**config.mk**
```make
export PLATFORM = sky130hd
export DESIGN_NAME = count_pulse_sequencer
export DESIGN_NICKNAME = d
export VERILOG_FILES = /design/src/rtl/count_pkg.sv /design/src/rtl/count_gap_timer.sv /design/src/rtl/count_pulse_sequencer.sv
export SDC_FILE = /design/constraint.sdc
export NUM_CORES = 1
export LEC_CHECK = 0
export ABC_AREA = 1
export BUFFER_PORTS_ARGS = -buffer_cell sky130_fd_sc_hd__buf_2
export CORE_MARGIN = 10
export CORE_UTILIZATION = 30
export DETAILED_ROUTE_END_ITERATION = 12
export SLEW_MARGIN = 40
export SYNTH_ARGS = -nofsm -noshare
export SYNTH_HDL_FRONTEND = slang
export SYNTH_SLANG_ARGS = --single-unit
```
**constraint.sdc**
```tcl
create_clock -name clk_i -period 11.66 [get_ports clk_i]
set_input_delay 0.583 -clock clk_i [delete_from_list [all_inputs] [get_ports clk_i]]
set_output_delay 0.583 -clock clk_i [all_outputs]
set_load 0.01 [all_outputs]
```
**src/rtl/count_pkg.sv**
```systemverilog
// Shared types and constants for the count pulse sequencer and its gap timer.
package count_pkg;

   localparam int WIDTH_DEF = 64;
   localparam int GAP_W_DEF = 8;

   // Channel-1 events are divided by this factor in the downstream counter.
   localparam int CH1_DIV = 4;

   typedef enum logic [2:0] {
      ST_IDLE   = 3'd0,
      ST_ISSUE0 = 3'd1,
      ST_ISSUE1 = 3'd2,
      ST_GAP    = 3'd3,
      ST_FINISH = 3'd4
   } state_t;

   // Value the downstream channel-1 counter should settle to for a given issued count.
   function automatic logic [WIDTH_DEF-1:0] ch1_expected(input logic [WIDTH_DEF-1:0] issued);
      return issued / WIDTH_DEF'(CH1_DIV);
   endfunction

endpackage

```
**src/rtl/count_gap_timer.sv**
```systemverilog
// Loadable down-counter that flags the last cycle of an inter-event gap.
module count_gap_timer
   import count_pkg::*;
#(
   parameter int GAP_W = GAP_W_DEF
) (
   input  logic             clk_i,
   input  logic             rst_i,
   input  logic             load_i,
   input  logic [GAP_W-1:0] value_i,
   output logic             expire_o
);

   logic [GAP_W-1:0] cnt_q;

   // Load the gap length, then count down once per cycle until zero.
   always_ff @(posedge clk_i or posedge rst_i) begin
      if (rst_i) begin
         cnt_q <= '0;
      end else if (load_i) begin
         cnt_q <= value_i;
      end else if (cnt_q != '0) begin
         cnt_q <= cnt_q - GAP_W'(1);
      end
   end

   // The cycle holding a count of one is the final idle cycle of the gap.
   assign expire_o = (cnt_q == GAP_W'(1));

endmodule

```
**src/rtl/count_pulse_sequencer.sv**
```systemverilog
// Emits Count0 channel-0 strobes then Count1 channel-1 strobes, separated by Gap idle cycles.
module count_pulse_sequencer
   import count_pkg::*;
#(
   parameter int WIDTH = WIDTH_DEF,
   parameter int GAP_W = GAP_W_DEF
) (
   input  logic             clk_i,
   input  logic             rst_i,
   input  logic             start_i,
   input  logic             abort_i,
   input  logic [WIDTH-1:0] count0_i,
   input  logic [WIDTH-1:0] count1_i,
   input  logic [GAP_W-1:0] gap_i,
   output logic             en_o,
   output logic             slt_o,
   output logic             busy_o,
   output logic             done_o,
   output logic [WIDTH-1:0] issued0_o,
   output logic [WIDTH-1:0] issued1_o
);

   state_t           state_q;
   logic             en_q;
   logic             slt_q;
   logic             busy_q;
   logic             done_q;
   logic [WIDTH-1:0] count0_q;
   logic [WIDTH-1:0] count1_q;
   logic [GAP_W-1:0] gap_q;
   logic [WIDTH-1:0] issued0_q;
   logic [WIDTH-1:0] issued1_q;

   logic more_d;
   logic next_ch1_d;
   logic in_issue_d;
   logic issue_now_d;
   logic timer_load_d;
   logic gap_expire;

   // Decide whether events remain, which channel is next, and whether one fires at this edge.
   always_comb begin
      more_d       = (issued0_q < count0_q) || (issued1_q < count1_q);
      next_ch1_d   = !(issued0_q < count0_q);
      in_issue_d   = (state_q == ST_ISSUE0) || (state_q == ST_ISSUE1);
      issue_now_d  = (in_issue_d && more_d && (gap_q == '0)) ||
                     ((state_q == ST_GAP) && gap_expire);
      timer_load_d = in_issue_d && more_d && (gap_q != '0) && !abort_i;
   end

   count_gap_timer #(
      .GAP_W (GAP_W)
   ) u_gap_timer (
      .clk_i    (clk_i),
      .rst_i    (rst_i),
      .load_i   (timer_load_d),
      .value_i  (gap_q),
      .expire_o (gap_expire)
   );

   // Sequencer FSM; outputs are registered so En/Slt/Done line up with the state they belong to.
   always_ff @(posedge clk_i or posedge rst_i) begin
      if (rst_i) begin
         state_q   <= ST_IDLE;
         en_q      <= 1'b0;
         slt_q     <= 1'b0;
         busy_q    <= 1'b0;
         done_q    <= 1'b0;
         count0_q  <= '0;
         count1_q  <= '0;
         gap_q     <= '0;
         issued0_q <= '0;
         issued1_q <= '0;
      end else begin
         en_q   <= 1'b0;
         slt_q  <= 1'b0;
         done_q <= 1'b0;
         if (state_q == ST_IDLE) begin
            // Start wins over a simultaneous Abort; the first event goes out on the accepting edge.
            if (start_i) begin
               count0_q <= count0_i;
               count1_q <= count1_i;
               gap_q    <= gap_i;
               busy_q   <= 1'b1;
               if (count0_i != '0) begin
                  state_q   <= ST_ISSUE0;
                  en_q      <= 1'b1;
                  issued0_q <= WIDTH'(1);
                  issued1_q <= '0;
               end else if (count1_i != '0) begin
                  state_q   <= ST_ISSUE1;
                  en_q      <= 1'b1;
                  slt_q     <= 1'b1;
                  issued0_q <= '0;
                  issued1_q <= WIDTH'(1);
               end else begin
                  state_q   <= ST_FINISH;
                  done_q    <= 1'b1;
                  issued0_q <= '0;
                  issued1_q <= '0;
               end
            end
         end else if (abort_i) begin
            // Abort outranks any pending event and suppresses Done.
            state_q <= ST_IDLE;
            busy_q  <= 1'b0;
         end else if (issue_now_d) begin
            en_q <= 1'b1;
            if (next_ch1_d) begin
               state_q   <= ST_ISSUE1;
               slt_q     <= 1'b1;
               issued1_q <= issued1_q + WIDTH'(1);
            end else begin
               state_q   <= ST_ISSUE0;
               issued0_q <= issued0_q + WIDTH'(1);
            end
         end else begin
            case (state_q)
               ST_ISSUE0, ST_ISSUE1: begin
                  if (!more_d) begin
                     state_q <= ST_FINISH;
                     done_q  <= 1'b1;
                  end else begin
                     state_q <= ST_GAP;
                  end
               end
               ST_GAP: begin
                  state_q <= ST_GAP;
               end
               default: begin
                  // FINISH (or any stray encoding) returns to IDLE and releases Busy.
                  state_q <= ST_IDLE;
                  busy_q  <= 1'b0;
               end
            endcase
         end
      end
   end

   assign en_o      = en_q;
   assign slt_o     = slt_q;
   assign busy_o    = busy_q;
   assign done_o    = done_q;
   assign issued0_o = issued0_q;
   assign issued1_o = issued1_q;

endmodule
```
# Word-level counts from Yosys, hierarchy flattened
# Index checks and enable logic that the tools add are counted.
# classes
addsub	3
order_cmp	2
eq_ne	9
n_mux	49
n_reduce_logical	24
# ops
operator	n
64-bit 2-to-1 mux	10
64-bit by 1-bit adder with 64-bit output, second input constant	2
64-bit < comparator	2
64-bit nonzero test	2
1-bit 2-to-1 mux	28
3-bit 2-to-1 mux	7
8-bit 2-to-1 mux	2
8-bit nonzero test	2
8-bit by 1-bit equality test with 1-bit output, second input constant	1
8-bit zero test	1
4-bit AND reduction	2
8-bit by 1-bit subtractor with 8-bit output, second input constant	1
3-bit by 2-bit equality test with 1-bit output, second input constant	2
3-bit case mux with 2 select lines	1
2-bit nonzero test	3
1-bit logical AND	5
2-bit by 1-bit != test with 1-bit output, second input constant	2
3-bit by 1-bit equality test with 1-bit output, second input constant	1
3-bit zero test	1
1-bit logical OR	3
3-bit by 1-bit != test with 1-bit output, second input constant	1
3-bit by 2-bit != test with 1-bit output, second input constant	1
3-bit AND reduction	1
3-bit OR reduction	1
5 further kinds	5
# word_totals
register_bits	279
word_cells	98

# Longest topological paths before layout
# Gate-level depths: netlist of run 1.
# depth
word_depth	8
ltp_mapped	22

# Hierarchy
# From an unflattened synthesis of run 1, not the netlist that was laid out.
# unflattened
hier_cells	2578
hier_area_um2	18646.6
# modules_own_cells
module	n_inst	cells_per_inst	area_per_inst_um2
count_pulse_sequencer	1	2498	18071.1
count_gap_timer	1	80	575.6

# Worst setup path after synthesis of run 1
# Ideal clock, no wire load.
# synth_timing
path_kind	reg-to-reg
start	register issued0_q[35], in the netlist issued0_o[35]
end	register issued1_q[0], in the netlist issued1_o[0]
t_arrival_ns	2.236
t_required_ns	11.542
slack_ns	9.306
path_stages_with_launch	18
period_less_slack_ns	2.354
cell_sequence	dfrtp_1 > ha_1 > a21oi_1 > o21ai_0 > nand2_1 > nand3_1 > nand2_1 > nand2_1 > a21oi_1 > nand2_2 > nand2_2 > nand3_2 > nand3_2 > buf_4 > nand3_4 > buf_4 > nand2_1 > nand2_1
# synth_between
elab_chain_cells	7
elab_cells_between_ends	8
cone_classes	1 x order compare; 1 x eq/ne; 6 x reduce/logical
# synth_rtl
element	line_no	rtl
start, declared	count_pulse_sequencer.sv:31	logic [WIDTH-1:0] issued0_q;
start signal, assigned	count_pulse_sequencer.sv:115	issued0_q <= issued0_q + WIDTH'(1);
64-bit < comparator *	count_pulse_sequencer.sv:43, count_pulse_sequencer.sv:44	
1-bit logical OR	count_pulse_sequencer.sv:43	more_d = (issued0_q < count0_q) || (issued1_q < count1_q);
1-bit logical AND (2 in a row)	count_pulse_sequencer.sv:46	issue_now_d = (in_issue_d && more_d && (gap_q == '0)) ||
1-bit logical OR	count_pulse_sequencer.sv:46	
2-bit nonzero test (no source line)	--	
4-bit AND reduction (no source line) *	--	
end signal, assigned	count_pulse_sequencer.sv:112	issued1_q <= issued1_q + WIDTH'(1);
end, declared	count_pulse_sequencer.sv:32	logic [WIDTH-1:0] issued1_q;
# Every way passes the cells marked *; elsewhere a longest branch is shown, timed or not.
# A chain may end at the register's enable or synchronous reset.

# Final worst setup path of run 1
# layout_timing
start	register state_q[1]
end	register issued0_q[36], in the netlist issued0_o[36]
# layout_between
elab_chain_cells	7
elab_cells_between_ends	15
cone_classes	5 x eq/ne; 1 x mux; 9 x reduce/logical
# layout_rtl
element	line_no	rtl
start, declared	count_pulse_sequencer.sv:23	state_t state_q;
start signal, assigned	count_pulse_sequencer.sv:64	state_q <= ST_IDLE;
start signal, assigned	count_pulse_sequencer.sv:86	state_q <= ST_ISSUE0;
start signal, assigned	count_pulse_sequencer.sv:91	state_q <= ST_ISSUE1;
3-bit by 1-bit equality test with 1-bit output / 3-bit by 2-bit equality test with 1-bit output (equally long branches)	count_pulse_sequencer.sv:45	in_issue_d = (state_q == ST_ISSUE0) || (state_q == ST_ISSUE1);
1-bit logical OR	count_pulse_sequencer.sv:45	
1-bit logical AND (2 in a row)	count_pulse_sequencer.sv:46	
1-bit logical OR	count_pulse_sequencer.sv:46	
2-bit nonzero test (no source line)	--	
4-bit AND reduction (no source line)	--	
# Several ways; a longest one is shown, not always the timed one.

==> key figures, run 1 <==
Outcome
  • Status: completed

Worst setup path
  • Slowest cell on the critical path: buf_4
  • CP peak stage delay: ~0.66 ns
  • Crit path capture type: register
  • Worst Setup Path Type: reg2reg
  • Worst path top cell family by delay: buffers and inverters
  • Crit path launch type: register
  • R2R setup slack: about 7.4 ns
  • Max FO, Critical Path: 67
  • Crit path DAT: ~4.7 ns
  • Crit-path most repeated cell: buf_4
  • WP buf/inv: 6
  • Worst EP required: ~12 ns
  • CP Cell Sequence: nor2_1, inv_1, nor2_4, buf_4, buf_4, nor2_1, inv_1, nand2_4, buf_4, nand3_2, buf_4, nand2_1, nand2_1

Synth
  • Synth Register Bits: between 200 and 300
  • Synth Cell Area: 18,600 sq um
  • Syn Nets: 2,827
  • Syn avg cell area: between 7 and 8 sq um
  • Syn. warnings: 0
  • Distinct cells, synth: 37
  • Sequential fraction of the synthesis area: 0.376
  • Cell count after synthesis: around 2,600

CTS
  • Post-CTS setup buffer count: 0
  • CTS tree: yes
  • CTS-repair resized insts: 0
  • Root buffer cell: clkbuf_16
  • Reg clk slew, reported paths: roughly 0.06 ns
  • Clock Path Buffers: 3
  • CTS Sinks: between 200 and 300
  • Post-CTS Hold Buffers: 0
  • Clock Latency Late Sink: around 0.56 ns
  • CTS buffer count: 38
  • # H-tree levels: 2

Timing
  • Slew HR: 0.461
  • Setup violations, final: 0
  • Worst-Margin Slew: 0.801 ns
  • Maximum clock frequency: around 0.24 GHz
  • Slew Limit Fails: 0
  • Hold_ws: 0.145 ns
  • Hold Vio Cnt, Final: 0
  • RSZ-0062 raised after global routing: no
  • Final worst path period need: about 4.3 ns
  • Setup TNS: 0 ns
  • Clk_skew: roughly 0.030 ns
  • Tcrit/Tclk final: 0.365

Routing
  • Antenna viol nets, final: 0
  • Routed length per instance: 17.8 um
  • Via Count: 17,700
  • Via-to-Cell Ratio: about 4.9
  • DRT iter0 DRCs: 1,346
  • Routed WL: roughly 64,000 um
  • Router iterations before antenna repair: 5
  • DRC: 0

Power
  • Pwr dens: 174 nW/um^2
  • Max IR drop VDD: roughly 95 uV
  • Lkg Pwr: ~11 nW

Global route
  • GRT overflow: 0
  • Vias in the first global route: ~17,000
  • First-pass GRT wire length: between 90,000 and 100,000 um
  • Pin count of the biggest net entering global routing: 123
  • All-Layer GR Usage: 0.173
  • Initial antenna violation count: 5

Finish
  • Fin util: 0.357
  • Area Growth Syn to Fin: 18.3%
  • Fin nets: a little over 3,000
  • Fraction of layout cells with a size suffix above 1: 0.131

Die
  • Core ar.: about 61,000 sq um
  • Die Area: 72,300 sq um
  • # IOs: between 200 and 300
  • Die Wd: around 270 um
  • Std cell rows: ~90
  • Die Y: between 200 and 300 um
  • Starting Density: 0.302

Hold path
  • Hold Crit Class: in2async

Placed design
  • I/O Buffers: around 270
  • Post-DP HPWL: a little under 50,000 um
  • GPL Wtd Cong: between 0.9 and 1

Run
  • Max_cap viols: 0
cells by family (layout without fill, tap and decap cells):
kind of cell | Yosys count | in the layout | synth area share
adder cells (fa/ha/maj) | 130 | 130 | 0.0876
other | 0 | 5 | 0
buffers and inverters | 345 | 589 | 0.0726
XOR/XNOR | 128 | 128 | 0.0604
AO/OA/AOI/OAI | 232 | 232 | 0.0635
flip-flops | 279 | 279 | 0.376
AND/OR/NAND/NOR | 1443 | 1443 | 0.340
worst paths after layout:
kind / from / to / cells past startpoint
setup reg to reg: state_q[1]$_DFFE_PP0P_ / issued0_o[36]$_DFFE_PP0P_ / 13
max in group asynchronous: rst_i / issued0_o[31]$_DFFE_PP0P_ / 4
hold reg to reg: count1_q[0]$_DFFE_PP0P_ / count1_q[0]$_DFFE_PP0P_ / 2
hold / removal: rst_i / count1_q[19]$_DFFE_PP0P_ / 2
setup / recovery: state_q[1]$_DFFE_PP0P_ / issued0_o[36]$_DFFE_PP0P_ / 13
min in group clk_i: gap_i[6] / gap_q[6]$_DFFE_PP0P_ / 3
cell type report:
cell class                      count  area [sq um]
Multi-Input combinational cell   1933         10300
Inverter                          242           923
Antenna cell                        5          12.5
Timing Repair Buffer              283          1450
Tap cell                          790           988
Clock buffer                       52          1150
Fill cell                        6602         39500
Sequential cell                   279          6980
Clock inverter                     12           193
worst reg2reg max path, cell delays in order, from the launching register on:
cell	delay, ns
dfrtp_1	0.37
nor2_1	0.15
inv_1	0.10
nor2_4	0.07
buf_4	0.51
buf_4	0.71
nor2_1	0.19
inv_1	0.16
nand2_4	0.39
buf_4	0.58
nand3_2	0.18
buf_4	0.56
nand2_1	0.14
nand2_1	0.08
layer usage:
layer / track usage / vias to the layer above / wire length [um]
met3: 0.0374 / 99 / 4190
met2: 0.258 / 494 / 26900
li1: - / 8908 / -
met5: 0 / - / 21
met4: 0.0521 / 4 / 1790
met1: 0.247 / 8162 / 31100
cell usage after synthesis:
master | n | area share
dfrtp_1 | 279 | 0.38
a21o_1 | 1 | 0.00040
nor3b_1 | 1 | 0.00040
nand2_1 | 702 | 0.14
nand3_4 | 1 | 0.00094
nand4_1 | 203 | 0.068
o21ai_1 | 4 | 0.0011
xnor2_1 | 44 | 0.021
o21a_1 | 1 | 0.00040
o32ai_1 | 2 | 0.00094
nand3_2 | 3 | 0.0016
o221ai_1 | 1 | 0.00047
nor4b_1 | 2 | 0.00094
or4_1 | 4 | 0.0016
xor2_1 | 84 | 0.040
nor2_2 | 1 | 0.00034
nand3b_1 | 6 | 0.0024
or3_1 | 2 | 0.00067
a21oi_1 | 66 | 0.018
ha_1 | 130 | 0.088
nor3_2 | 2 | 0.0011
nand2_2 | 3 | 0.0010
clkbuf_1 | 69 | 0.014
buf_4 | 7 | 0.0028
or2_2 | 7 | 0.0024
nor3_1 | 57 | 0.015
buf_1 | 6 | 0.0012
a211oi_1 | 1 | 0.00040
buf_2 | 21 | 0.0057
nor4_1 | 38 | 0.013
nand3_1 | 65 | 0.018
o21ai_0 | 156 | 0.042
inv_2 | 2 | 0.00040
nor2_1 | 343 | 0.069
clkinv_1 | 1 | 0.00020
and3b_1 | 3 | 0.0014
inv_1 | 239 | 0.048
report_power, final:
part | internal, mW | total [mW] | leakage, nW | switching (mW)
clock | 0.794 | 1.25 | 0.653 | 0.460
sequential | 1.22 | 1.32 | 3.65 | 0.0942
combinational | 0.339 | 1.26 | 6.39 | 0.917
state kept, by name (all words and copies together), names as in the netlist:
signal	cells
count0_q	64
state_q	3
gap_q	8
done_o	1
slt_o	1
busy_o	1
en_o	1
u_gap_timer.cnt_q	8
issued1_o	64
issued0_o	64
count1_q	64
stage by stage:
| stage | std cells | area [sq um] | total power [mW] | setup slack (ns) |
|---|---|---|---|---|
| after detailed placement | 3527 | 20600 | 2.59 | 7.47 |
| after global placement | 3527 | 20600 | 2.57 | 7.50 |
| after floorplan | 2557 | 18600 | 2.29 | 3.38 |
| final | 3596 | 22000 | 3.82 | 7.41 |
| after CTS | 3591 | 21900 | 3.87 | 7.46 |
| after global routing | 3594 | 22000 | 4.13 | 6.93 |
placed cells by master, fill, tap and decap left out, drive strengths merged, types with 2 or more instances in the layout:
| cell type | instances |
|---|---|
| xor2 | 84 |
| clkbuf | 52 |
| inv | 242 |
| and3b | 3 |
| nor2 | 344 |
| or3 | 2 |
| nor4 | 38 |
| or4 | 4 |
| nand3b | 6 |
| diode | 5 |
| ha | 130 |
| nand3 | 69 |
| dfrtp | 279 |
| nand2 | 705 |
| o21ai | 160 |
| xnor2 | 44 |
| nor4b | 2 |
| a21oi | 66 |
| nand4 | 203 |
| o32ai | 2 |
| buf | 283 |
| clkinvlp | 3 |
| clkinv | 4 |
| bufinv | 5 |
| nor3 | 59 |
| or2 | 7 |
Note: power is estimated with default switching activity, not from simulation.
==> run 2: changes to the inputs <==
==> constraint.sdc (replaced) <==
create_clock -name clk_i -period 4 [get_ports clk_i]
set_input_delay 0.2 -clock clk_i [delete_from_list [all_inputs] [get_ports clk_i]]
set_output_delay 0.2 -clock clk_i [all_outputs]
set_load 0.01 [all_outputs]
==> run 2 against run 1 <==
Net effect:
- die area stayed put
- first-iteration DRC count is 10% higher
- highest routed layer unchanged
- power grew to 3.0 times the previous value
- utilization is 2.8 points higher
- routed wire length is 8.1% higher
- sequential share of layout area is 2.3 points lower
- clock power grew to 2.9 times the previous value
- critical path depth is 1 lower
- critical endpoint is now issued1_o[35]$_DFFE_PP0P_
- non-clock buffer count is 182 higher
- register-to-register slack worse by 6.7 ns
- combinational power grew to 3.2 times the previous value
==> key figures, run 2 (same netlist as run 1, synthesis figures left out) <==
Outcome
  • Status: completed (unchanged)

CTS
  • Clock Latency Late Sink: 0.56 ns (about the same)
  • CTS Sinks: 279 (unchanged)
  • Reg clk slew, reported paths: 0.06 ns (about the same)
  • Post-CTS setup buffer count: 0 (unchanged)
  • Root buffer cell: clkbuf_16 (unchanged)
  • # H-tree levels: 2 (unchanged)
  • CTS buffer count: 38 (unchanged)
  • CTS tree: yes (unchanged)
  • Post-CTS Hold Buffers: 139 (was 0)
  • Clock Path Buffers: 3 (unchanged)
  • CTS-repair resized insts: 0 (unchanged)

Global route
  • All-Layer GR Usage: 0.189 (was 0.173)
  • Initial antenna violation count: 2 (was 5)
  • Pin count of the biggest net entering global routing: 128 (was 123)
  • First-pass GRT wire length: 108,000 um (was 98,900 um)
  • Vias in the first global route: 18,100 (was 16,600)
  • GRT overflow: 0 (unchanged)

Timing
  • Setup TNS: 0 ns (unchanged)
  • Clk_skew: 0.0233 ns (was 0.0298 ns)
  • Setup violations, final: 0 (unchanged)
  • Worst-Margin Slew: 0.790 ns (was 0.801 ns)
  • RSZ-0062 raised after global routing: no (unchanged)
  • Slew Limit Fails: 0 (unchanged)
  • Slew HR: 0.468 (was 0.461)
  • Hold Vio Cnt, Final: 0 (unchanged)
  • Final worst path period need: 3.30 ns (was 4.25 ns)
  • Setup ws final: 0.705 ns (was 7.41 ns)
  • Maximum clock frequency: 0.303 GHz (was 0.235 GHz)
  • Tcrit/Tclk final: 0.824 (was 0.365)

Worst setup path
  • Crit path launch type: register (unchanged)
  • Slowest cell on the critical path: buf_4 (unchanged)
  • CP Cell Sequence: ha_1, nand4_1, nor2_1, nand2_1, nor4b_1, nand2_1, nand2_2, inv_1, nand2_2, buf_4, nand4_1, nand2_1 (was nor2_1, inv_1, nor2_4, buf_4, buf_4, nor2_1, inv_1, nand2_4, buf_4, nand3_2, buf_4, nand2_1, nand2_1)
  • Worst Setup Path Type: reg2reg (unchanged)
  • Worst EP required: 4.50 ns (was 12.14 ns)
  • R2R depth: 12 (was 13)
  • Max FO, Critical Path: 63 (was 67)
  • Crit path capture type: register (unchanged)
  • CP peak stage delay: 0.59 ns (was 0.66 ns)
  • Crit-path most repeated cell: nand2_1 (was buf_4)
  • Crit path DAT: 3.79 ns (was 4.73 ns)

Finish
  • Fin area: 23,700 sq um (was 22,000 sq um)
  • Commonest non-fill, non-tap cell in the layout: nand2_1 (unchanged)
  • Final Non-Filler Cells: 3,779 (was 3,596)
  • Area Growth Syn to Fin: 27.6% (was 18.3%)
  • Fin nets: 3,229 (was 3,047)
  • Multi-input logic area: 10,300 sq um (unchanged)
  • Seq. cell area: 6980 sq um (unchanged)
  • Most frequent cells in the layout: 700 x nand2_1, 342 x nor2_1, 279 x dfrtp_1, 271 x buf_2, 238 x inv_1 (unchanged)
  • Fraction of layout cells with a size suffix above 1: 0.136 (was 0.131)
  • # fillers: 6,358 (was 6,602)

Die
  • Die Wd: 269 um (unchanged)
  • Core ar.: 61,500 sq um (unchanged)
  • Std cell rows: 91 (unchanged)
  • # IOs: 272 (unchanged)
  • Die Y: 269 um (unchanged)
  • Die Area: 72,300 sq um (unchanged)
  • Starting Density: 0.302 (unchanged)

Routing
  • Via Count: 18,800 (was 17,700)
  • DRT iter0 DRCs: 1,484 (was 1,346)
  • DRC: 0 (unchanged)
  • Via-to-Cell Ratio: 4.97 (was 4.91)
  • Router iterations before antenna repair: 7 (was 5)
  • Routed WL: 69,200 um (was 64,000 um)
  • Antenna viol nets, final: 0 (unchanged)
  • Routed length per instance: 18.3 um (was 17.8 um)

Placed design
  • Post-DP HPWL: 51,900 um (was 49,200 um)
  • Post-placement cell count: 3,570 (was 3,527)
  • Pre-CTS setup slack: 0.669 ns (was 7.47 ns)
  • DP Area: 21,000 sq um (was 20,600 sq um)
  • I/O Buffers: 271 (unchanged)
  • GPL Wtd Cong: 0.971 (was 0.956)

Power
  • Pwr dens: 482 nW/um^2 (was 174 nW/um^2)
  • Lkg Pwr: 11.5 nW (was 10.7 nW)
  • Max IR drop VDD: 404 uV (was 94.7 uV)

Run
  • Max_cap viols: 0 (unchanged)

Hold path
  • Hold Crit Class: in2async (unchanged)
-- run 2: routing by layer --
layer / vias up / global-route usage / routed length [um]
met4: 2 / 0.0632 / 2230
met5: - / 0 / 9
li1: 9268 / - / -
met3: 127 / 0.0336 / 4110
met1: 8800 / 0.274 / 33400
met2: 568 / 0.279 / 29500
-- run 2: metrics by stage --
| step | utilization | hold WS (ns) | power (mW) |
|---|---|---|---|
| 6_report | 0.386 | 0.204 | 11.4 |
| 3_5_place_dp | 0.342 | 0.215 | 7.76 |
| 5_1_grt | 0.386 | 0.235 | 12.3 |
| 2_1_floorplan | - | 0.310 | 6.68 |
| 4_1_cts | 0.385 | 0.194 | 11.5 |
| 3_3_place_gp | 0.342 | 0.214 | 7.71 |
-- run 2: worst max-delay path, delay by kind of cell (launching register included) --
family / cells / cell delay (ns)
fa+ha+maj: 1 / 0.38
simple gates: 9 / 1.63
flops: 1 / 0.50
buf+inv: 2 / 0.69
-- run 2: power by group --
| part | internal [mW] | switching (mW) | total [mW] |
|---|---|---|---|
| clock | 2.23 | 1.35 | 3.58 |
| combinational | 1.16 | 2.88 | 4.03 |
| sequential | 3.56 | 0.257 | 3.82 |
-- run 2: final timing paths --
check,startpoint,to,slack [ns]
min in group clk_i,gap_i[6],gap_q[6]$_DFFE_PP0P_,0.38
setup / recovery,issued0_o[59]$_DFFE_PP0P_,issued1_o[35]$_DFFE_PP0P_,0.70
max in group asynchronous,rst_i,count0_q[17]$_DFFE_PP0P_,2.73
hold / removal,rst_i,issued1_o[12]$_DFFE_PP0P_,0.20
setup reg to reg,issued0_o[59]$_DFFE_PP0P_,issued1_o[35]$_DFFE_PP0P_,0.70
hold reg to reg,count1_q[0]$_DFFE_PP0P_,count1_q[0]$_DFFE_PP0P_,0.48
-- run 2: cell type report --
type / count / area share
repair buffers: 465 / 0.136
flip-flops and latches: 279 / 0.295
clock inverters: 7 / 0.00496
multi-input cells: 1933 / 0.433
clock buffers: 61 / 0.0502
well taps: 790 / 0.0417
diodes: 2 / 0.000211
inverters: 242 / 0.0387
